===== config.mk =====
export PLATFORM = sky130hd
export DESIGN_NAME = pwm_deadtime_gen_flat
export DESIGN_NICKNAME = d
export VERILOG_FILES = /design/src/rtl/pwm_deadtime_gen_if.sv /design/src/rtl/pwm_deadtime_gen.sv /design/src/flat_wrapper.sv
export SDC_FILE = /design/constraint.sdc
export NUM_CORES = 1
export LEC_CHECK = 0
export ABC_CLOCK_PERIOD_IN_PS = 2000
export CELL_PAD_IN_SITES_DETAIL_PLACEMENT = 1
export CELL_PAD_IN_SITES_GLOBAL_PLACEMENT = 2
export CORE_ASPECT_RATIO = 1.75
export CORE_MARGIN = 2
export CORE_UTILIZATION = 30
export DETAILED_ROUTE_END_ITERATION = 10
export GPL_ROUTABILITY_DRIVEN = 0
export PLACE_DENSITY = 0.73
export SYNTH_ARGS = -nofsm -noshare
export SYNTH_HDL_FRONTEND = slang
export SYNTH_SLANG_ARGS = --single-unit

===== constraint.sdc =====
create_clock -name clk -period 2 [get_ports clk]
set_input_delay 0.2 -clock clk [delete_from_list [all_inputs] [get_ports clk]]
set_output_delay 0.2 -clock clk [all_outputs]
set_load 0.005 [all_outputs]

===== src/rtl/pwm_deadtime_gen_if.sv =====
// pwm_deadtime_gen_if
// Bus bundle between the MPPT duty-cycle controller side (master) and the
// complementary gate-drive generator (slave). Clock and reset are not part of
// the bundle; they stay plain ports on the generator.
interface pwm_deadtime_gen_if;
    logic       i_en;            // run request
    logic [7:0] i_duty_in;       // duty command, 0-255 carrier steps
    logic       i_duty_valid;    // one-cycle strobe, captures i_duty_in into shadow
    logic       i_fault_in;      // level-sensitive overcurrent/overvoltage fault
    logic       i_fault_clr;     // clears a latched fault once i_fault_in is low
    logic       o_hs_out;        // high-side gate drive
    logic       o_ls_out;        // low-side gate drive
    logic       o_period_start;  // one-cycle pulse at the start of each carrier period
    logic [7:0] o_duty_applied;  // clamped duty currently in effect
    logic       o_fault_active;  // fault latched

    modport master (
        output i_en, i_duty_in, i_duty_valid, i_fault_in, i_fault_clr,
        input  o_hs_out, o_ls_out, o_period_start, o_duty_applied, o_fault_active
    );

    modport slave (
        input  i_en, i_duty_in, i_duty_valid, i_fault_in, i_fault_clr,
        output o_hs_out, o_ls_out, o_period_start, o_duty_applied, o_fault_active
    );
endinterface


===== src/rtl/pwm_deadtime_gen.sv =====
// pwm_deadtime_gen
// Complementary high-side/low-side PWM generator for the DC-DC power stage.
// A fixed 256-step carrier (advanced every PRESCALE clocks) is compared with a
// clamped duty value that is reloaded from a shadow register only at period
// boundaries. Dead time is inserted before every gate rising edge, and a
// latched fault forces both gates low until explicitly cleared.
//
// Optional build macro PWM_SOFT_START_EN: when defined, every RUN entry from
// IDLE starts at DUTY_MIN and the applied duty then slews by at most one step
// per period toward the clamped shadow value. When undefined, the applied duty
// jumps straight to the clamped shadow value at each load.
module pwm_deadtime_gen #(
    parameter int DEADTIME = 4,    // dead time in clk cycles before each gate rising edge
    parameter int DUTY_MIN = 8,    // lower duty clamp, must exceed DEADTIME
    parameter int DUTY_MAX = 240,  // upper duty clamp, 256-DUTY_MAX must exceed DEADTIME
    parameter int PRESCALE = 1     // clk cycles per carrier step, 1 or more
) (
    input  logic              clk,
    input  logic              rst,
    pwm_deadtime_gen_if.slave bus
);

    // ------------------------------------------------------------------
    // Constants
    // ------------------------------------------------------------------
    localparam logic [1:0] ST_IDLE  = 2'd0;
    localparam logic [1:0] ST_RUN   = 2'd1;
    localparam logic [1:0] ST_FAULT = 2'd2;

    localparam logic [7:0]  C_DT         = 8'(DEADTIME);
    localparam logic [7:0]  C_DUTY_MIN   = 8'(DUTY_MIN);
    localparam logic [7:0]  C_DUTY_MAX   = 8'(DUTY_MAX);
    localparam logic [7:0]  C_SHADOW_RST = 8'd128;
    localparam logic [7:0]  C_CNT_LAST   = 8'hFF;
    localparam logic [15:0] C_PRE_LAST   = 16'(PRESCALE - 1);

    // Limit a duty command to the range that keeps both gate edges in every period.
    function automatic logic [7:0] clamp_duty(input logic [7:0] duty);
        logic [7:0] result;
        if (duty < C_DUTY_MIN) begin
            result = C_DUTY_MIN;
        end else if (duty > C_DUTY_MAX) begin
            result = C_DUTY_MAX;
        end else begin
            result = duty;
        end
        return result;
    endfunction

    // ------------------------------------------------------------------
    // State
    // ------------------------------------------------------------------
    logic [1:0]  r_state;
    logic [7:0]  r_cnt;          // carrier count
    logic [15:0] r_pre;          // clk cycles spent on the current carrier step
    logic [7:0]  r_shadow;       // latest duty command, not yet in effect
    logic [7:0]  r_duty;         // clamped duty in effect for the current period
    logic        r_raw_q;        // raw PWM from the previous cycle, for edge detection
    logic [7:0]  r_dt;           // cycles since the last raw transition, saturating
    logic        r_hs;
    logic        r_ls;
    logic        r_period_start;
    logic        r_fault_active;

    // ------------------------------------------------------------------
    // Combinational decode
    // ------------------------------------------------------------------
    logic       w_run;
    logic       w_start;         // IDLE -> RUN this cycle
    logic       w_step;          // carrier advances at the end of this cycle
    logic       w_wrap;          // carrier goes 255 -> 0 at the end of this cycle
    logic       w_reload;        // period boundary that continues running
    logic       w_raw;
    logic       w_gate_ok;       // dead time elapsed and no fault pending
    logic [7:0] w_target;
    logic [7:0] w_duty_entry;
    logic [7:0] w_duty_next;
    logic [7:0] w_dt_next;

    assign w_run     = (r_state == ST_RUN);
    // Fault has priority over en, so a pending fault blocks RUN entry.
    assign w_start   = (r_state == ST_IDLE) && bus.i_en && !bus.i_fault_in;
    assign w_step    = w_run && (r_pre == C_PRE_LAST);
    assign w_wrap    = w_step && (r_cnt == C_CNT_LAST);
    assign w_reload  = w_wrap && bus.i_en && !bus.i_fault_in;
    assign w_target  = clamp_duty(r_shadow);
    assign w_raw     = w_run && (r_cnt < r_duty);
    assign w_gate_ok = (w_dt_next == C_DT) && !bus.i_fault_in;

    // Choose the duty loaded on RUN entry and at each continuing period boundary.
    always_comb begin
        // NOTE: every always_comb output gets a default first so no path can infer a latch.
        w_duty_entry = w_target;
        w_duty_next  = w_target;
`ifdef PWM_SOFT_START_EN
        w_duty_entry = C_DUTY_MIN;
        if (w_target > r_duty) begin
            w_duty_next = r_duty + 8'd1;
        end else if (w_target < r_duty) begin
            w_duty_next = r_duty - 8'd1;
        end else begin
            w_duty_next = r_duty;
        end
`endif
    end

    // Dead-time counter next value: restart on any raw edge, otherwise count up and hold.
    always_comb begin
        w_dt_next = r_dt;
        if (w_raw != r_raw_q) begin
            w_dt_next = 8'd0;
        end else if (r_dt < C_DT) begin
            w_dt_next = r_dt + 8'd1;
        end
    end

    // ------------------------------------------------------------------
    // Sequential logic
    // ------------------------------------------------------------------

    // Operating-mode FSM: IDLE -> RUN on request, RUN -> FAULT on fault, RUN -> IDLE at a boundary with en low.
    always_ff @(posedge clk) begin
        // NOTE: state registers use non-blocking assignments so every always_ff samples pre-edge values.
        if (rst) begin
            r_state <= ST_IDLE;
        end else begin
            case (r_state)
                ST_IDLE: begin
                    if (w_start) begin
                        r_state <= ST_RUN;
                    end
                end
                ST_RUN: begin
                    if (bus.i_fault_in) begin
                        r_state <= ST_FAULT;
                    end else if (w_wrap && !bus.i_en) begin
                        r_state <= ST_IDLE;
                    end
                end
                ST_FAULT: begin
                    if (bus.i_fault_clr && !bus.i_fault_in) begin
                        r_state <= ST_IDLE;
                    end
                end
                default: begin
                    r_state <= ST_IDLE;
                end
            endcase
        end
    end

    // Carrier and prescaler: run only in RUN, held at zero otherwise or when a fault trips.
    always_ff @(posedge clk) begin
        if (rst) begin
            r_cnt <= 8'd0;
            r_pre <= 16'd0;
        end else if (!w_run || bus.i_fault_in) begin
            r_cnt <= 8'd0;
            r_pre <= 16'd0;
        end else if (w_step) begin
            r_cnt <= r_cnt + 8'd1;
            r_pre <= 16'd0;
        end else begin
            r_pre <= r_pre + 16'd1;
        end
    end

    // Shadow register: capture every duty strobe regardless of mode.
    always_ff @(posedge clk) begin
        if (rst) begin
            r_shadow <= C_SHADOW_RST;
        end else if (bus.i_duty_valid) begin
            r_shadow <= bus.i_duty_in;
        end
    end

    // Applied duty: loaded only on RUN entry and at continuing period boundaries, so a period never changes mid-way.
    always_ff @(posedge clk) begin
        if (rst) begin
            r_duty <= C_DUTY_MIN;
        end else if (w_start) begin
            r_duty <= w_duty_entry;
        end else if (w_reload) begin
            r_duty <= w_duty_next;
        end
    end

    // Period-start pulse: marks the first cycle of each carrier period at count 0.
    always_ff @(posedge clk) begin
        if (rst) begin
            r_period_start <= 1'b0;
        end else begin
            r_period_start <= w_start || w_reload;
        end
    end

    // Dead-time tracking: remember raw and the cycles elapsed since it last changed.
    always_ff @(posedge clk) begin
        if (rst) begin
            r_raw_q <= 1'b0;
            r_dt    <= 8'd0;
        end else begin
            r_raw_q <= w_raw;
            r_dt    <= w_dt_next;
        end
    end

    // Gate drivers: registered, only after the dead time, and dropped on the edge after a fault.
    always_ff @(posedge clk) begin
        if (rst) begin
            r_hs <= 1'b0;
            r_ls <= 1'b0;
        end else begin
            r_hs <= w_raw && w_gate_ok;
            r_ls <= !w_raw && w_run && w_gate_ok;
        end
    end

    // Fault latch: set when a fault trips RUN, cleared only by fault_clr with the fault gone.
    always_ff @(posedge clk) begin
        if (rst) begin
            r_fault_active <= 1'b0;
        end else if (w_run && bus.i_fault_in) begin
            r_fault_active <= 1'b1;
        end else if ((r_state == ST_FAULT) && bus.i_fault_clr && !bus.i_fault_in) begin
            r_fault_active <= 1'b0;
        end
    end

    // ------------------------------------------------------------------
    // Outputs
    // ------------------------------------------------------------------
    assign bus.o_hs_out       = r_hs;
    assign bus.o_ls_out       = r_ls;
    assign bus.o_period_start = r_period_start;
    assign bus.o_duty_applied = r_duty;
    assign bus.o_fault_active = r_fault_active;

endmodule


===== src/flat_wrapper.sv =====
// flat-port wrapper written by rule: the top's interface ports become plain ports
module pwm_deadtime_gen_flat 
#(
    parameter int DEADTIME = 4,                                                           
    parameter int DUTY_MIN = 8,                                             
    parameter int DUTY_MAX = 240,                                                        
    parameter int PRESCALE = 1                                              
)
  (clk, rst, bus_i_en, bus_i_duty_in, bus_i_duty_valid, bus_i_fault_in, bus_i_fault_clr, bus_o_hs_out, bus_o_ls_out, bus_o_period_start, bus_o_duty_applied, bus_o_fault_active);
  pwm_deadtime_gen_if bus_i ();
  input  logic clk;
  input  logic rst;
  input wire logic [$bits(bus_i.i_en)-1:0] bus_i_en;
  input wire logic [$bits(bus_i.i_duty_in)-1:0] bus_i_duty_in;
  input wire logic [$bits(bus_i.i_duty_valid)-1:0] bus_i_duty_valid;
  input wire logic [$bits(bus_i.i_fault_in)-1:0] bus_i_fault_in;
  input wire logic [$bits(bus_i.i_fault_clr)-1:0] bus_i_fault_clr;
  output wire logic [$bits(bus_i.o_hs_out)-1:0] bus_o_hs_out;
  output wire logic [$bits(bus_i.o_ls_out)-1:0] bus_o_ls_out;
  output wire logic [$bits(bus_i.o_period_start)-1:0] bus_o_period_start;
  output wire logic [$bits(bus_i.o_duty_applied)-1:0] bus_o_duty_applied;
  output wire logic [$bits(bus_i.o_fault_active)-1:0] bus_o_fault_active;
  assign bus_i.i_en = bus_i_en;
  assign bus_i.i_duty_in = bus_i_duty_in;
  assign bus_i.i_duty_valid = bus_i_duty_valid;
  assign bus_i.i_fault_in = bus_i_fault_in;
  assign bus_i.i_fault_clr = bus_i_fault_clr;
  assign bus_o_hs_out = bus_i.o_hs_out;
  assign bus_o_ls_out = bus_i.o_ls_out;
  assign bus_o_period_start = bus_i.o_period_start;
  assign bus_o_duty_applied = bus_i.o_duty_applied;
  assign bus_o_fault_active = bus_i.o_fault_active;
  pwm_deadtime_gen #(.DEADTIME(DEADTIME), .DUTY_MIN(DUTY_MIN), .DUTY_MAX(DUTY_MAX), .PRESCALE(PRESCALE)) u_core (.clk(clk), .rst(rst), .bus(bus_i));
endmodule

==> impl_metrics.env <==
export IMPL_area_growth_pct=24.4
export IMPL_timing_critical_path_from="u_core.bus.o_duty_applied[2]$_SDFFE_PP0P_"
export IMPL_fin_skew_ns=0.00328
export IMPL_drt_initial_drc_count=27
export IMPL_final_antenna_net_count=0
export IMPL_fin_crit_sh_pct=92.0
export IMPL_critPathMaxFanout=8
export IMPL_relSlewSlack_pct=66.4
export IMPL_wl_um=6450
export IMPL_yosysTopAreaCellShare_pct=43.3
export IMPL_yosysUniqueCellTypes=44
export IMPL_detail_route_first_pass_iterations=4
export IMPL_hold_start="u_core.r_dt[7]$_SDFF_PP0_"
export IMPL_setup_tns_ns=0
export IMPL_via_count=2156
export IMPL_hold_violations=0
export IMPL_yosys_top_cells_count="55 x dfxtp_1, 40 x nor2_1, 19 x nand3_1"
export IMPL_coreArea_um2=8260
export IMPL_share_comb_of_total_power_pct=9.0
export IMPL_clock_latency_ns=0.30
export IMPL_arrival_ns=2.06
export IMPL_synth_most_common_cell="dfxtp_1"
export IMPL_final_max_slew_viol_count=0
export IMPL_cts_sinks=55
export IMPL_hpwl_um=5090
export IMPL_cap_viol_max_count=0
export IMPL_fin_crit_ns=1.84
export IMPL_clk_pin_slew_ns=0.07
export IMPL_critPathSlowestCell="a211o_1"
export IMPL_synth_nets=306
export IMPL_die_area_um2=9260
export IMPL_cp_cell_sequence="inv_1 > ha_1 > nor4_1 > buf_4 > a21oi_1 > a211o_1 > a21boi_0"
export IMPL_min_path_type="flop to flop"
export IMPL_synth_cells=281
export IMPL_p_int_mw=1.74
export IMPL_clockBufferDepth=2
export IMPL_multiInputGateArea_um2=1370
export IMPL_die_w_um=73.6
export IMPL_synth_top_area_cell="dfxtp_1"
export IMPL_tightest_slew_ns=0.503
export IMPL_synth_ff_type="dfxtp_1"
export IMPL_grt_pass1_vias=2241
export IMPL_numCtsBuffers=5
export IMPL_outcome="completed"
export IMPL_swShare_pct=24.0
export IMPL_clockPowerShare_pct=40.3
export IMPL_crit_required_ns=2.22
export IMPL_synth_edf_count=0
export IMPL_power_switching_mw=0.550
export IMPL_max_vdd_ir_drop_mv=0.298
export IMPL_grt_max_degree=18
export IMPL_grt_setup_unrepaired="no"
export IMPL_power_frac_seq_pct=50.7
export IMPL_die_h_um=126
export IMPL_finalSetupViolCount=0
export IMPL_critPathLaunchType="flop"
export IMPL_yosys_register_bits=55
export IMPL_max_freq_ghz=0.543
export IMPL_ios=26
export IMPL_seq_area_um2=1100
export IMPL_htreeDepth=2
export IMPL_drc=0
export IMPL_p_total_mw=2.29
export IMPL_fillers=977
export IMPL_synth_warnings=0
export IMPL_antenna_cells=0
export IMPL_rows=44
export IMPL_power_density_nw_per_um2=722
export IMPL_synth_area_per_cell_um2=9.06
export IMPL_cts_tree="done"
export IMPL_grt_pass1_wl_um=10600
export IMPL_syn_cell_area_um2=2540
export IMPL_worstSetupPathType="flop to flop"
export IMPL_grtUsageTotal_pct=14.9
export IMPL_seq_area_frac_synth_pct=43.3
export IMPL_critPathCaptureType="flop"
export IMPL_portBuffers=25
export IMPL_yosys_top_cells_area="dfxtp_1 43%, nor2_1 5.9%, ha_1 5.4%"
export IMPL_critPathMaxStageDelay_ns=0.38
export IMPL_cts_root_buf="clkbuf_16"
export IMPL_final_nets=349
export IMPL_leakage_nw=1.17
export IMPL_timing_rr_start="u_core.bus.o_duty_applied[2]$_SDFFE_PP0P_"
export IMPL_ctsHoldBuffers=0
export IMPL_initial_utilization_pct=30.8
export IMPL_antenna_found_initial=0
export IMPL_ys_async_sr_fraction_pct=0
export IMPL_drive_above_1_share_pct=9.85
export IMPL_vias_per_cell=5.17
export IMPL_wl_per_cell_um=15.5
export IMPL_grt_overflow=0
[layout make-up]
type	instances	share of cell area, %
flip-flops and latches	55	34.8
repair buffers	41	11.7
well taps	92	3.63
clock buffers	6	4.39
multi-input cells	206	43.2
clock inverters	2	0.514
inverters	15	1.78
[cells by family (layout without fill, tap and decap cells)]
| kind of cell | count (synthesis) | after routing | share of synthesized area [%] |
|---|---|---|---|
| xor gates and xnor gates | 21 | 21 | 7.23 |
| adders and majority gates | 11 | 11 | 5.41 |
| buffers and inverters | 20 | 64 | 3.24 |
| muxes | 10 | 10 | 3.93 |
| DFF | 55 | 55 | 43.3 |
| AOI/OAI and AO/OA | 43 | 43 | 11.9 |
| and+or+nand+nor | 121 | 121 | 25.0 |
[per-layer routing]
metal	routed length, um	vias to the layer above	global-route usage (%)
met4	176	0	6.63
met1	2290	1037	14.5
met2	3820	31	28.7
met3	170	9	2.72
met5	0	-	0
li1	-	1079	-
[power groups by stage]
stage | clock network [mW] | registers (mW) | logic, mW
2_1_floorplan | 0 | 1.18 | 0.119
3_3_place_gp | 0 | 1.18 | 0.204
3_5_place_dp | 0 | 1.18 | 0.207
4_1_cts | 0.961 | 1.16 | 0.209
5_1_grt | 1.01 | 1.16 | 0.230
6_report | 0.922 | 1.16 | 0.206
[layout by cell type (no fill, tap or decap), types with 2 or more instances in the layout]
cell type / n
dfxtp_1: 55
nor2_1: 40
clkdlybuf4s50_1: 25
nand3_1: 19
buf_4: 16
inv_1: 15
a21oi_1: 13
nand2_1: 13
xnor2_1: 13
ha_1: 11
mux2i_1: 10
nor4_1: 9
xor2_1: 8
nor3_1: 7
o211ai_1: 6
a21boi_0: 6
nand4_1: 6
clkbuf_16: 5
and3_1: 4
a22oi_1: 4
and2_1: 3
o21ai_0: 3
a22o_1: 3
nor3b_1: 2
and2b_1: 2
nand2b_1: 2
and4_1: 2
nand2_2: 2
nand3b_1: 2
[final timing paths]
path / to / slack, ns / depth (start not counted)
setup / recovery: u_core.r_dt[6]$_SDFF_PP0_ / 0.16 / 7
hold / removal: u_core.r_dt[7]$_SDFF_PP0_ / 0.46 / 1
setup reg to reg: u_core.r_dt[6]$_SDFF_PP0_ / 0.16 / 7
hold reg to reg: u_core.r_dt[7]$_SDFF_PP0_ / 0.46 / 1
[stage by stage]
step | utilization, % | setup WS (ns) | std cells | area, um^2 | hold slack, ns
floorplan | - | 0.332 | 281 | 2540 | 0.279
global placement | 36.3 | 0.120 | 408 | 3000 | 0.448
detailed placement | 36.3 | 0.0969 | 408 | 3000 | 0.454
CTS | 38.2 | 0.0802 | 416 | 3150 | 0.465
global route | 38.3 | 0.00422 | 417 | 3170 | 0.485
finish | 38.3 | 0.160 | 417 | 3170 | 0.463
[worst max-delay path, delay by kind of cell, from the launching register on]
family / cells / cell delay (ns)
AOI/OAI and AO/OA: 3 / 0.68
DFF: 1 / 0.36
and+or+nand+nor: 1 / 0.29
buffers and inverters: 2 / 0.22
adders and majority gates: 1 / 0.22
[sequential cells by signal, summed over array words and instances, names as in the netlist, 2 cells and up]
signal	count
u_core.r_pre	16
u_core.r_dt	8
u_core.r_cnt	8
u_core.r_shadow	8
u_core.r_state	2
u_core.bus.o_duty_applied	8
[repair_timing]
item,in CTS,in global routing
setup endpoints to repair,0,6
resized for setup,0,2
setup buffers,0,1
(Power assumes the default switching activity.)
